### src/rtl/mux_rr_n.sv
// N-channel registered multiplexer with valid/ready handshaking.
// Channel choice is either an external select or round-robin among valid inputs.
module mux_rr_n #(
  parameter int WIDTH    = 16,
  parameter int CHANNELS = 4,
  parameter int SEL_W    = $clog2(CHANNELS)
) (
  input  logic                      clk,
  input  logic                      rst_n,
  input  logic                      mode,
  input  logic [SEL_W-1:0]          sel,
  input  logic [CHANNELS*WIDTH-1:0] in_data,
  input  logic [CHANNELS-1:0]       in_valid,
  output logic [CHANNELS-1:0]       in_ready,
  output logic [WIDTH-1:0]          out_data,
  output logic [SEL_W-1:0]          out_chan,
  output logic                      out_valid,
  input  logic                      out_ready
);

  logic [SEL_W-1:0]    ptr_r;
  logic [WIDTH-1:0]    out_data_r;
  logic [SEL_W-1:0]    out_chan_r;
  logic                out_valid_r;

  logic [CHANNELS-1:0] grant_s;
  logic [SEL_W-1:0]    gidx_s;
  logic                hit_s;
  logic                load_s;
  logic                xfer_s;
  logic [SEL_W-1:0]    nxt_ptr_s;

  assign load_s    = !out_valid_r || out_ready;
  assign xfer_s    = hit_s && load_s;
  assign nxt_ptr_s = (int'(gidx_s) == CHANNELS - 1) ? '0 : gidx_s + SEL_W'(1);

  // Grant selection: fixed select, or first valid channel scanning upward from ptr.
  always_comb begin : arb
    int idx;
    idx     = 0;
    grant_s = '0;
    gidx_s  = '0;
    hit_s   = 1'b0;
    if (!mode) begin
      // An out-of-range select matches no channel and so grants nothing.
      for (int i = 0; i < CHANNELS; i++) begin
        if (int'(sel) == i) begin
          grant_s[i] = 1'b1;
          gidx_s     = SEL_W'(i);
          hit_s      = in_valid[i];
        end else begin
        end
      end
    end else begin
      for (int k = 0; k < CHANNELS; k++) begin
        idx = (int'(ptr_r) + k) % CHANNELS;
        if (!hit_s && in_valid[idx]) begin
          grant_s[idx] = 1'b1;
          gidx_s       = SEL_W'(idx);
          hit_s        = 1'b1;
        end else begin
        end
      end
    end
  end

  // Ready goes to the granted channel when the output stage can load, never in reset.
  always_comb begin
    in_ready = '0;
    if (rst_n) begin
      in_ready = grant_s & {CHANNELS{load_s}};
    end else begin
      in_ready = '0;
    end
  end

  // Output stage and round-robin pointer.
  always_ff @(posedge clk or negedge rst_n) begin
    if (!rst_n) begin
      out_data_r  <= '0;
      out_chan_r  <= '0;
      out_valid_r <= 1'b0;
      ptr_r       <= '0;
    end else if (load_s) begin
      if (xfer_s) begin
        out_data_r  <= in_data[gidx_s*WIDTH +: WIDTH];
        out_chan_r  <= gidx_s;
        out_valid_r <= 1'b1;
        if (mode) begin
          ptr_r <= nxt_ptr_s;
        end
      end else begin
        out_valid_r <= 1'b0;
      end
    end
  end

  assign out_data  = out_data_r;
  assign out_chan  = out_chan_r;
  assign out_valid = out_valid_r;

endmodule

### config.mk
export PLATFORM = sky130hd
export DESIGN_NAME = mux_rr_n
export DESIGN_NICKNAME = d
export VERILOG_FILES = /design/src/rtl/mux_rr_n.sv
export SDC_FILE = /design/constraint.sdc
export NUM_CORES = 1
export LEC_CHECK = 0
export BUFFER_PORTS_ARGS = -buffer_cell sky130_fd_sc_hd__buf_2
export CORE_MARGIN = 5
export CORE_UTILIZATION = 28
export CTS_BUF_LIST = sky130_fd_sc_hd__clkbuf_8 sky130_fd_sc_hd__clkbuf_16
export DETAILED_ROUTE_END_ITERATION = 16
export SYNTH_ARGS = -nofsm -noshare
export SYNTH_HDL_FRONTEND = slang
export SYNTH_SLANG_ARGS = --single-unit
### constraint.sdc
create_clock -name clk -period 5.3 [get_ports clk]
set_clock_uncertainty 0.1 [all_clocks]
set_input_delay 0 -clock clk [delete_from_list [all_inputs] [get_ports clk]]
set_output_delay 0 -clock clk [all_outputs]
set_load 0.01 [all_outputs]
-- Word level (Yosys, flattened, before mapping)
Cells that the tools add are included.
- bits in registers: 21
- bits in latches: 0
- RAM bits: 0
- memory bits (read-only): 0
- input bits: 74
- word-level logic and storage cells: 101
- memories: 0
- add/sub/neg operators: 4
- multipliers: 0
- divide/modulo/power cells: 0
- order comparisons: 8
- eq/ne operators: 4
- shift operators: 1
- multiplexer cells: 54
- bitwise logic cells: 7
- reduce and logical (&&, ||, !) cells: 19
- operators with widths (cell ; count):
    64-bit by 7-bit indexed part select with 16-bit output ; 1
    4-bit 2-to-1 mux ; 9
    1-bit 2-to-1 mux ; 29
    2-bit 2-to-1 mux ; 8
    3-bit by 4-bit < comparator with 1-bit output, second input constant ; 3
    4-bit bitwise OR ; 3
    3-bit by 1-bit >= comparator with 1-bit output, second input constant ; 3
    1-bit binary-select mux with 2-bit select ; 4
    1-bit demux with 2-bit select ; 4
    1-bit logical AND ; 8
    2-bit OR reduction ; 3
    2-bit by 1-bit adder with 2-bit output, second input constant ; 2
    2-bit adder, second input constant ; 2
    4-bit bitwise AND ; 1
    2-bit by 1-bit equality test with 1-bit output, second input constant ; 2
    2-bit equality test, second input constant ; 2
    1-bit zero test ; 4
    1-bit bitwise AND, first input constant ; 3
    2-bit by 3-bit < comparator with 1-bit output, second input constant ; 1
    3-bit AND reduction ; 1
    2-bit by 1-bit >= comparator with 1-bit output, second input constant ; 1
    2-bit zero test ; 1
    2-bit AND reduction ; 1
    1-bit logical OR ; 1

-- Logic depth before layout (Yosys ltp)
Gate-level depths: netlist (run 1).
- depth in word-level cells: 19
- gate-level depth with buffers: 12

-- Least setup slack after synthesis (run 1)
OpenSTA, ideal clock, no wires.
- kind: register to register
- from: reg ptr_r[1]
- to: reg ptr_r[1]
- data arrival time: 3.479 ns
- data required time: 5.072 ns
- slack: 1.594 ns
- stages on the path, launching flop included: 13
- path through: dfrtp_1 -> clkbuf_1 -> inv_1 -> ha_1 -> clkbuf_1 -> mux4_2 -> or4_4 -> a41oi_2 -> buf_6 -> buf_6 -> inv_2 -> ha_1 -> mux2_1
- longest elaborated chain between the ends: 18
- elaborated cells on any way between the ends: 38
- RTL lines (element ; line ; RTL):
    from (decl) ; 21 ; logic [SEL_W-1:0] ptr_r;
    from (signal assigned) ; 90 ; ptr_r <= nxt_ptr_s;
    branches (longest 14 deep; another with 2-bit by 1-bit adder with 2-bit output) ; -- ;
    2-bit 2-to-1 mux * ; 57 ; if (!hit_s && in_valid[idx]) begin
    2-bit 2-to-1 mux * ; 44 ; if (!mode) begin
    net gidx_s[0] ; 27 ; logic [SEL_W-1:0] gidx_s;
    2-bit by 1-bit adder with 2-bit output / 2-bit by 1-bit equality test with 1-bit output (equally long branches) ; 35 ; assign nxt_ptr_s = (int'(gidx_s) == CHANNELS - 1) ? '0 : gidx_s + SEL_W'(1);
    2-bit 2-to-1 mux * ; 35 ;
    net nxt_ptr_s[1] ; 31 ; logic [SEL_W-1:0] nxt_ptr_s;
Mark *: on every way through the listed nets, which the timed path passes. The select of a mux whose other input is x is not followed.
A chain may end at the register's enable or synchronous reset.

-- Final worst setup path (run 1)
- from: reg ptr_r[0]
- to: reg ptr_r[1]
The elaborated chain is that of the path after synthesis.

==> metrics.txt, run 1 <==
largest net degree at the start of global routing 23; CTS-repair resized insts 0; Worst-Margin Slew between 1000 and 1500 ps; Initial DRT Pass Iterations 4; Syn. warnings 0; Layout Cells excl Fill 364; Post-Syn Instances about 180; initial core utilization 0.288; Cell Area, Synth slightly below 2000 sq um; CTS H-Tree Depth 1; die height 93.5 microns; hold path endpoint out_data[15]; area delta synth->final 30.7%; Power, Total 1.13 mW; #FFs+latches synth 21; post-placement setup slack around 960 ps; reg2reg start ptr_r[0]; Core ar. 6790 sq um; vias per inst between 4 and 5; CTS tree done; DR WL/cell ~14 microns; peak supply drop ~190 uV; dpl hpwl slightly above 4 mm; vias in the first global route 1767; crit start category flop; Final Hold Fails 0; Top FF cell, synth dfrtp_1; crit-path max FO 15; ANT nets after route 0; Worst Path Required 5350 ps; Clock power frac 0.095; Seq pwr share 0.270; Cell Chain, Critical Path inv_1, ha_1, mux4_2, or4_4, a41oi_4, buf_4, inv_2, ha_1, mux2_1; initial DRC count 32; crit path DAT 4400 ps; share of post-route cells with drive strength above 1 0.433; grt total ovfl 0; setup TNS 0 ps; Crit path top cell by count ha_1; CTS Buffer Depth 2; count of cell types in the netlist 35; clock root cell clkbuf_8; Port Buf Inserts 96; period utilization 0.821; Sw Pwr between 400 and 500 uW; Reg2Reg Depth 9; die area 8750 sq um; fin. max-slew vios 0; Post-synth EDFFs 0; fin worst setup slack 946 ps; worst min path class in2reg; max incr delay on CP 720 ps; Worst Setup End Kind flop; Highest Clock Rate 230 MHz; first-pass GRT wire length 8.32 mm; post-synthesis sequential area ratio 0.269; Pleak 1.30 nW; Post-synth top cells mux2i_1 (51), dfrtp_1 (21), mux2_1 (17); critical register-to-register path endpoint ptr_r[1]; Final min period approximately 4400 ps; CTS Sinks 21; area share of the largest cell type after synthesis 0.269; nets@finish 352; Worst Hold Launch in_data[31]; internal power 652 uW; Hold Crit Depth 4; max-cap violations 0; Post-DP Area 2490 sq um; Switching Share 0.423; routability cong. 0.846; Site Rows 30; clock latency on the worst-skew pair 260 ps; Rel. slew slack 0.271; combinational share of power 0.636; PwrDens 443 nW/um^2; Inserted Diodes 0; Syn Nets 262; initial antenna violation count 0; placed instance count 358; # setup viols final 0; Area contributors post-synth dfrtp_1 (27%), mux2i_1 (26%), mux2_1 (9.8%); slowest CP cell dfrtp_1; Remaining DRCs 0; Crit Path Category reg2reg; RSZ-0062 raised after global routing no; outcome finished, final reports clean; Top Ports between 90 and 100; routed via count 1731; CTS Buf Count 3; Worst Hold Margin 42.9 ps; R2R Setup Slk 950 ps; die width ~94 microns; clk slew on worst S/H paths about 80 ps; cell taking the most area after synthesis dfrtp_1; Avg Cell Area, Syn around 11 sq um; WL final 5.09 mm; GR Util All Layers 0.116; ys async rst share 1.00; design area 2550 sq um; Core Util, Final 0.376; most frequent cell after synthesis mux2i_1
[worst max-delay path: cells and delay by family, from the launching register on]
kind,cells,cell delay [ps]
fa+ha+maj,2,790
compound gates,1,620
buf+inv,3,600
simple gates,1,530
flops,1,720
mux,2,870
[power groups by stage]
| stage | clock network, mW | registers [mW] | logic [mW] |
|---|---|---|---|
| after detailed placement | 0 | 0.309 | 0.726 |
| final | 0.107 | 0.305 | 0.719 |
| after floorplan | 0 | 0.321 | 0.528 |
| after CTS | 0.111 | 0.307 | 0.731 |
| after global placement | 0 | 0.306 | 0.721 |
| after global routing | 0.118 | 0.322 | 0.796 |
[kinds of logic after synthesis]
kind of cell / share of synthesized area
fa+ha+maj: 0.0576
flops: 0.269
mux: 0.440
buf+inv: 0.0621
simple gates: 0.0762
compound gates: 0.0954
[timing repair]
| item | CTS | global route |
|---|---|---|
| hold endpoints to repair | 22 | 0 |
| hold buffers | 2 | 0 |
| buffers inserted | 0 | 0 |
| endpoints found under the setup margin | 0 | 0 |
[routing by layer]
| layer | track usage | part of all wire | vias up |
|---|---|---|---|
| met4 | 0.0337 | 0.013 | 0 |
| met1 | 0.144 | 0.41 | 816 |
| met5 | 0 | 0 | - |
| li1 | - | - | 849 |
| met3 | 0.0225 | 0.071 | 6 |
| met2 | 0.203 | 0.51 | 60 |
[sequential cells by signal (all words and copies together), names as in the netlist]
signal / cells
out_data: 16
out_chan: 2
ptr_r: 2
out_valid: 1
[cell usage in the layout, fill, tap and decap left out, types with 2 or more instances in the layout]
cell / instances
nor2_1: 4
nor2b_1: 4
and2_1: 3
ha_1: 9
dlygate4sd3_1: 2
nand2_1: 13
clkbuf_8: 3
inv_1: 3
mux2_1: 17
buf_2: 96
mux4_2: 5
a31oi_1: 4
o21ai_0: 3
o211ai_1: 3
dfrtp_1: 21
mux2_2: 4
a222oi_1: 4
mux2i_1: 51
[final cells by class]
class                           instances  area (sq um)
Clock inverter                          1          5.00
Sequential cell                        21           526
Timing Repair Buffer                  100           528
Tap cell                               96           120
Fill cell                             683          4240
Inverter                                4          15.0
Clock buffer                            3          41.3
Multi-Input combinational cell        139          1320
[how the worst max path moves through the flow]
stage	from	end	depth (start not counted)
after floorplan	ptr_r[1]	ptr_r[1]	12
after global placement	ptr_r[0]	out_data[2]	9
after detailed placement	ptr_r[0]	out_data[3]	9
after CTS	ptr_r[0]	ptr_r[1]	9
after global routing	ptr_r[0]	out_data[4]	9
final	ptr_r[0]	ptr_r[1]	9
Power figures use the tool's default switching activity.
==> run 2, diff against run 1 <==
==> constraint.sdc (replaced) <==
create_clock -name clk -period 4.1 [get_ports clk]
set_clock_uncertainty 0.1 [all_clocks]
set_input_delay 0 -clock clk [delete_from_list [all_inputs] [get_ports clk]]
set_output_delay 0 -clock clk [all_outputs]
set_load 0.01 [all_outputs]
==> run 2 against run 1 <==
Hold slack barely moved; clock-buffer cell count did not move; setup slack got worse by 330 ps; global-route usage fell by 0.23 points; combinational power rose by 36%; sequential power rose by 16%; fmax rose by 25%; largest cell class unchanged; critical path type unchanged.
==> metrics.txt, run 2 (same netlist as run 1, synthesis figures left out) <==
outcome finished, final reports clean; Remaining DRCs 0 (unchanged); grt total ovfl 0 (unchanged); most frequent cells in the layout buf_2 (96), mux2i_1 (51), dfrtp_1 (21); worst min path class in2reg; CP top delay family multiplexers; crit-path max FO 18 (+3); Core ar. 6790 sq um (unchanged); Worst Path Required 4150 ps (-1200 ps); initial core utilization 0.288 (unchanged); Pleak 1.31 nW (+0.74%); fin worst setup slack 618 ps (-328 ps); clock root cell clkbuf_8; clk slew on worst S/H paths 80 ps (about the same); max reg flops 16 (unchanged); routed via count 1734 (+0.17%); ANT nets after route 0 (unchanged); fin. max-slew vios 0 (unchanged); GR Util All Layers 0.114 (-0.00226); Crit Path Category reg2reg; most common cell after layout, fill and taps aside buf_2; Post-DP Area 2500 sq um (+0.40%); routability cong. 0.807 (-4.7%); Layout Cells excl Fill 367 (+0.82%); RSZ-0062 raised after global routing no; vias in the first global route 1733 (-1.9%); CTS Buffer Depth 2 (unchanged); placed instance count 361 (+0.84%); Highest Clock Rate 287 MHz (+25%); Final min period 3480 ps (-872 ps); slowest CP cell mux4_2; CTS Sinks 21 (unchanged); die area 8750 sq um (unchanged); post-placement setup slack 634 ps (-321 ps); Final Hold Fails 0 (unchanged); Hold Crit Depth 4 (unchanged); Power, Total 1.47 mW (+30%); critical register-to-register path endpoint out_data[6]; post-CTS setup buffers 0 (unchanged); hold path endpoint out_data[2]; nets@finish 355 (+0.85%); Worst Hold Launch in_data[18]; largest net degree at the start of global routing 23 (unchanged); Top Ports 97 (unchanged); Rel. slew slack 0.261 (-0.00944); max incr delay on CP 600 ps (-120 ps); setup TNS 0 ps (unchanged); die width 93.5 microns (unchanged); PwrDens 573 nW/um^2 (+29%); clock latency on the worst-skew pair 260 ps (about the same); Reg2Reg Depth 9 (unchanged); Initial DRT Pass Iterations 5 (+1); area delta synth->final 31.2%; Inserted Diodes 0 (unchanged); CTS H-Tree Depth 1 (unchanged); dpl hpwl 4.08 mm (+0.24%); # setup viols final 0 (unchanged); CTS Buf Count 3 (unchanged); cell depth of the worst setup path 9 (unchanged); initial DRC count 56 (+75%); CTS tree done; crit start category flop; first-pass GRT wire length 8.10 mm (-2.7%); Worst Path Buf+Inv 2 (-1); Worst-Margin Slew 1110 ps (+14.2 ps); initial antenna violation count 0 (unchanged); Crit path top cell by count mux2i_1; DR WL/cell 13.8 microns (-0.91%); Port Buf Inserts 96 (unchanged); R2R Setup Slk 620 ps (-330 ps); peak supply drop 237 uV (+24%); design area 2560 sq um (+0.39%); Cell Chain, Critical Path inv_1, ha_1, mux4_2, or4_4, a41oi_4, buf_4, mux2i_1, mux2i_1, mux2_1; WL final 5.08 mm (about the same); crit path DAT 3530 ps (-870 ps); max-cap violations 0 (unchanged); vias per inst 4.72 (-0.65%); Worst Setup End Kind flop; Site Rows 30 (unchanged); share of post-route cells with drive strength above 1 0.439 (+0.00628); reg2reg start ptr_r[0]; period utilization 0.849 (+0.0277); die height 93.5 microns (unchanged)
## run 2: cell count changes in the layout (fill, tap and decap cells not counted)
cell	delta
buf_12	-1
buf_4	+4
## run 2: worst reg2reg max path, stage by stage (launching register included)
cell and delay [ps]:
dfrtp_1 360, inv_1 120, ha_1 500, mux4_2 600, or4_4 540, a41oi_4 200
buf_4 320, mux2i_1 260, mux2i_1 90, mux2_1 290
## run 2: worst max-delay path by stage
| stage | start | to | slack (ps) |
|---|---|---|---|
| 4_1_cts | ptr_r[0] | out_data[6] | 620 |
| 6_report | ptr_r[0] | out_data[6] | 620 |
| 5_1_grt | ptr_r[0] | out_data[0] | 480 |
| 3_5_place_dp | ptr_r[0] | out_data[6] | 630 |
| 3_3_place_gp | ptr_r[0] | out_data[12] | 750 |
| 2_1_floorplan | ptr_r[1] | ptr_r[1] | 390 |
## run 2: metrics by stage
stage | utilization | hold slack [ps]
2_1_floorplan | - | -396
3_3_place_gp | 0.368 | -101
3_5_place_dp | 0.368 | -92.0
4_1_cts | 0.377 | 39.9
5_1_grt | 0.377 | 65.0
6_report | 0.377 | 43.1
## run 2: cell type report
| class | count | area, sq um |
|---|---|---|
| sequential | 21 | 526 |
| inverter | 4 | 15.0 |
| timing repair buffer | 103 | 538 |
| multi-input combinational | 139 | 1320 |
| fill | 698 | 4230 |
| clock inverter | 1 | 5.00 |
| tap | 96 | 120 |
| clock buffer | 3 | 41.3 |
## run 2: what timing repair did
item	in CTS	in global routing
endpoints found under the setup margin	0	0
resized for setup	0	0
endpoints found under the hold margin	22	0
hold buffers	2	0
## run 2: routing by layer
layer	vias up	track usage	share of wire
met2	59	0.204	0.51
met1	815	0.137	0.41
li1	858	-	-
met5	-	0	0
met4	0	0.0253	0.0041
met3	2	0.0265	0.069
## run 2: power breakdown
group	total (mW)	leakage [nW]	switching (mW)	internal (mW)
clock network	0.136	0.0255	0.0684	0.0677
logic	0.980	1.04	0.506	0.474
registers	0.354	0.243	0.0439	0.310
==> run 3, diff against run 2 <==
==> constraint.sdc (replaced) <==
create_clock -name clk -period 2.9 [get_ports clk]
set_clock_uncertainty 0.1 [all_clocks]
set_input_delay 0 -clock clk [delete_from_list [all_inputs] [get_ports clk]]
set_output_delay 0 -clock clk [all_outputs]
set_load 0.01 [all_outputs]
==> run 3 against run 2 <==
The run now ends with setup timing left; sequential share of layout area shrank 2.7 points; critical path depth increased by 1; die area stayed put; first-iteration DRC count grew 110%; register-to-register slack lost 660 ps; clock-buffer cell count did not move; setup slack got worse by 660 ps; final cell count is 4.4% higher; combinational power is 93% higher; non-clock buffer count grew 16; cell area grew 15%; critical path type unchanged.
==> metrics.txt, run 3 (same netlist as run 1, synthesis figures left out) <==
ANT nets after route 0 (unchanged); Port Buf Inserts 96 (unchanged); crit-path max FO 8 (-10); GR Util All Layers 0.121 (+0.00698); peak supply drop 345 uV (+46%); largest net degree at the start of global routing 23 (unchanged); Core ar. 6790 sq um (unchanged); Final Hold Fails 0 (unchanged); failing checks setup timing; max-cap violations 0 (unchanged); Site Rows 30 (unchanged); fin. max-slew vios 0 (unchanged); CTS tree done; DR WL/cell 14.6 microns (+5.4%); most frequent cells in the layout buf_2 (96), mux2i_1 (50), dfrtp_1 (20); Crit Path Category reg2reg; worst min path class in2reg; Final min period 2940 ps (-539 ps); clock latency on the worst-skew pair 260 ps (about the same); dpl hpwl 4.19 mm (+2.6%); die height 93.5 microns (unchanged); PwrDens 887 nW/um^2 (+55%); routability cong. 0.791 (-1.9%); die width 93.5 microns (unchanged); die area 8750 sq um (unchanged); first-pass GRT wire length 8.58 mm (+5.9%); Worst Setup End Kind flop; Rel. slew slack 0.753 (+0.492); outcome finished with violations; multi-input logic area 1450 sq um (+9.7%); clock root cell clkbuf_8; vias in the first global route 1844 (+6.4%); share of post-route cells with drive strength above 1 0.551 (+0.111); CTS Sinks 21 (unchanged); Highest Clock Rate 340 MHz (+18%); Worst Path Required 2950 ps (-1200 ps); routed via count 1806 (+4.2%); clk slew on worst S/H paths 80 ps (about the same); post-placement setup slack -43.7 ps (-678 ps); Pleak 1.50 nW (+15%); nets@finish 371 (+4.5%); initial core utilization 0.288 (unchanged); Inserted Diodes 0 (unchanged); vias per inst 4.72 (-0.20%); Core Util, Final 0.435 (+0.0573); CTS Buf Count 3 (unchanged); register area 527 sq um (+0.24%); # setup viols final 11 (+11); WL final 5.59 mm (+10%); area delta synth->final 51.1%; max reg flops 16 (unchanged); Remaining DRCs 0 (unchanged); fillcell total 655 (-6.2%); crit path DAT 3000 ps (-530 ps); fin worst setup slack -42.4 ps (-661 ps); initial antenna violation count 0 (unchanged); Worst-Margin Slew 366 ps (-742 ps); most common cell after layout, fill and taps aside buf_2; RSZ-0062 raised after global routing yes; initial DRC count 116 (+110%); CTS Buffer Depth 2 (unchanged); grt total ovfl 0 (unchanged); crit start category flop; Top Ports 97 (unchanged); period utilization 1.01 (+0.165); Power, Total 2.62 mW (+78%); CTS H-Tree Depth 1 (unchanged); Initial DRT Pass Iterations 4 (-1)
-- run 3: changes by cell type in the layout (fill, tap and decap cells not counted), sizes merged --
cell / delta
buf: +14
clkbuf: +2
clkinv: -1
clkinvlp: +1
-- run 3: metal layers --
metal,part of all wire,wire length [microns],global-route usage
met5,0,0,0
met4,0.0027,15,0.0120
met3,0.076,422,0.0378
met2,0.47,2640,0.211
met1,0.45,2510,0.150
-- run 3: worst paths after layout --
kind | cells past startpoint | start | slack (ps) | end
setup / recovery | 10 | ptr_r[0] | -40 | out_data[10]
hold / removal | 4 | in_data[57] | 60 | out_data[9]
setup reg to reg | 10 | ptr_r[0] | -40 | out_data[10]
hold reg to reg | 1 | out_data[2] | 410 | out_data[2]
max in group asynchronous | 3 | rst_n | 2320 | ptr_r[0]
min in group asynchronous | 3 | rst_n | 130 | out_data[10]
-- run 3: report_power, final --
| group | total, mW | internal (mW) | switching, mW |
|---|---|---|---|
| combinational | 1.89 | 1.06 | 0.826 |
| clock | 0.196 | 0.0969 | 0.0993 |
| sequential | 0.535 | 0.441 | 0.0946 |
| total | 2.62 | 1.60 | 1.02 |
-- run 3: what timing repair did --
action,4_1_cts,5_1_grt
setup buffers,4,1
cloned,1,2
hold buffers,2,0
endpoints found under the hold margin,22,0
resized for setup,3,6
endpoints found under the setup margin,16,19
-- run 3: layout make-up --
class / instances / share of cell area
clock buffer: 3 / 0.0140
multi-input combinational: 139 / 0.490
clock inverter: 1 / 0.00254
timing repair buffer: 119 / 0.265
sequential: 21 / 0.178
inverter: 4 / 0.00932
tap: 96 / 0.0407
-- run 3: worst max-delay path, stage by stage, from the launching register on --
cell and delay [ps]:
dfrtp_2 430, inv_6 40, ha_4 270, mux4_2 490, or4_4 450, a41oi_4 230, buf_6 160, buf_16 130
mux2i_1 180, mux2i_1 90, mux2_4 260
-- run 3: through the flow --
step / cell area (sq um) / cells / setup TNS, ps / hold slack, ps
floorplan: 2080 / 179 / -4540 / -396
global placement: 2740 / 370 / -5.57 / -102
detailed placement: 2740 / 370 / -321 / -110
CTS: 2870 / 381 / -512 / 51.2
global route: 2950 / 383 / -2240 / 76.8
finish: 2950 / 383 / -261 / 57.4
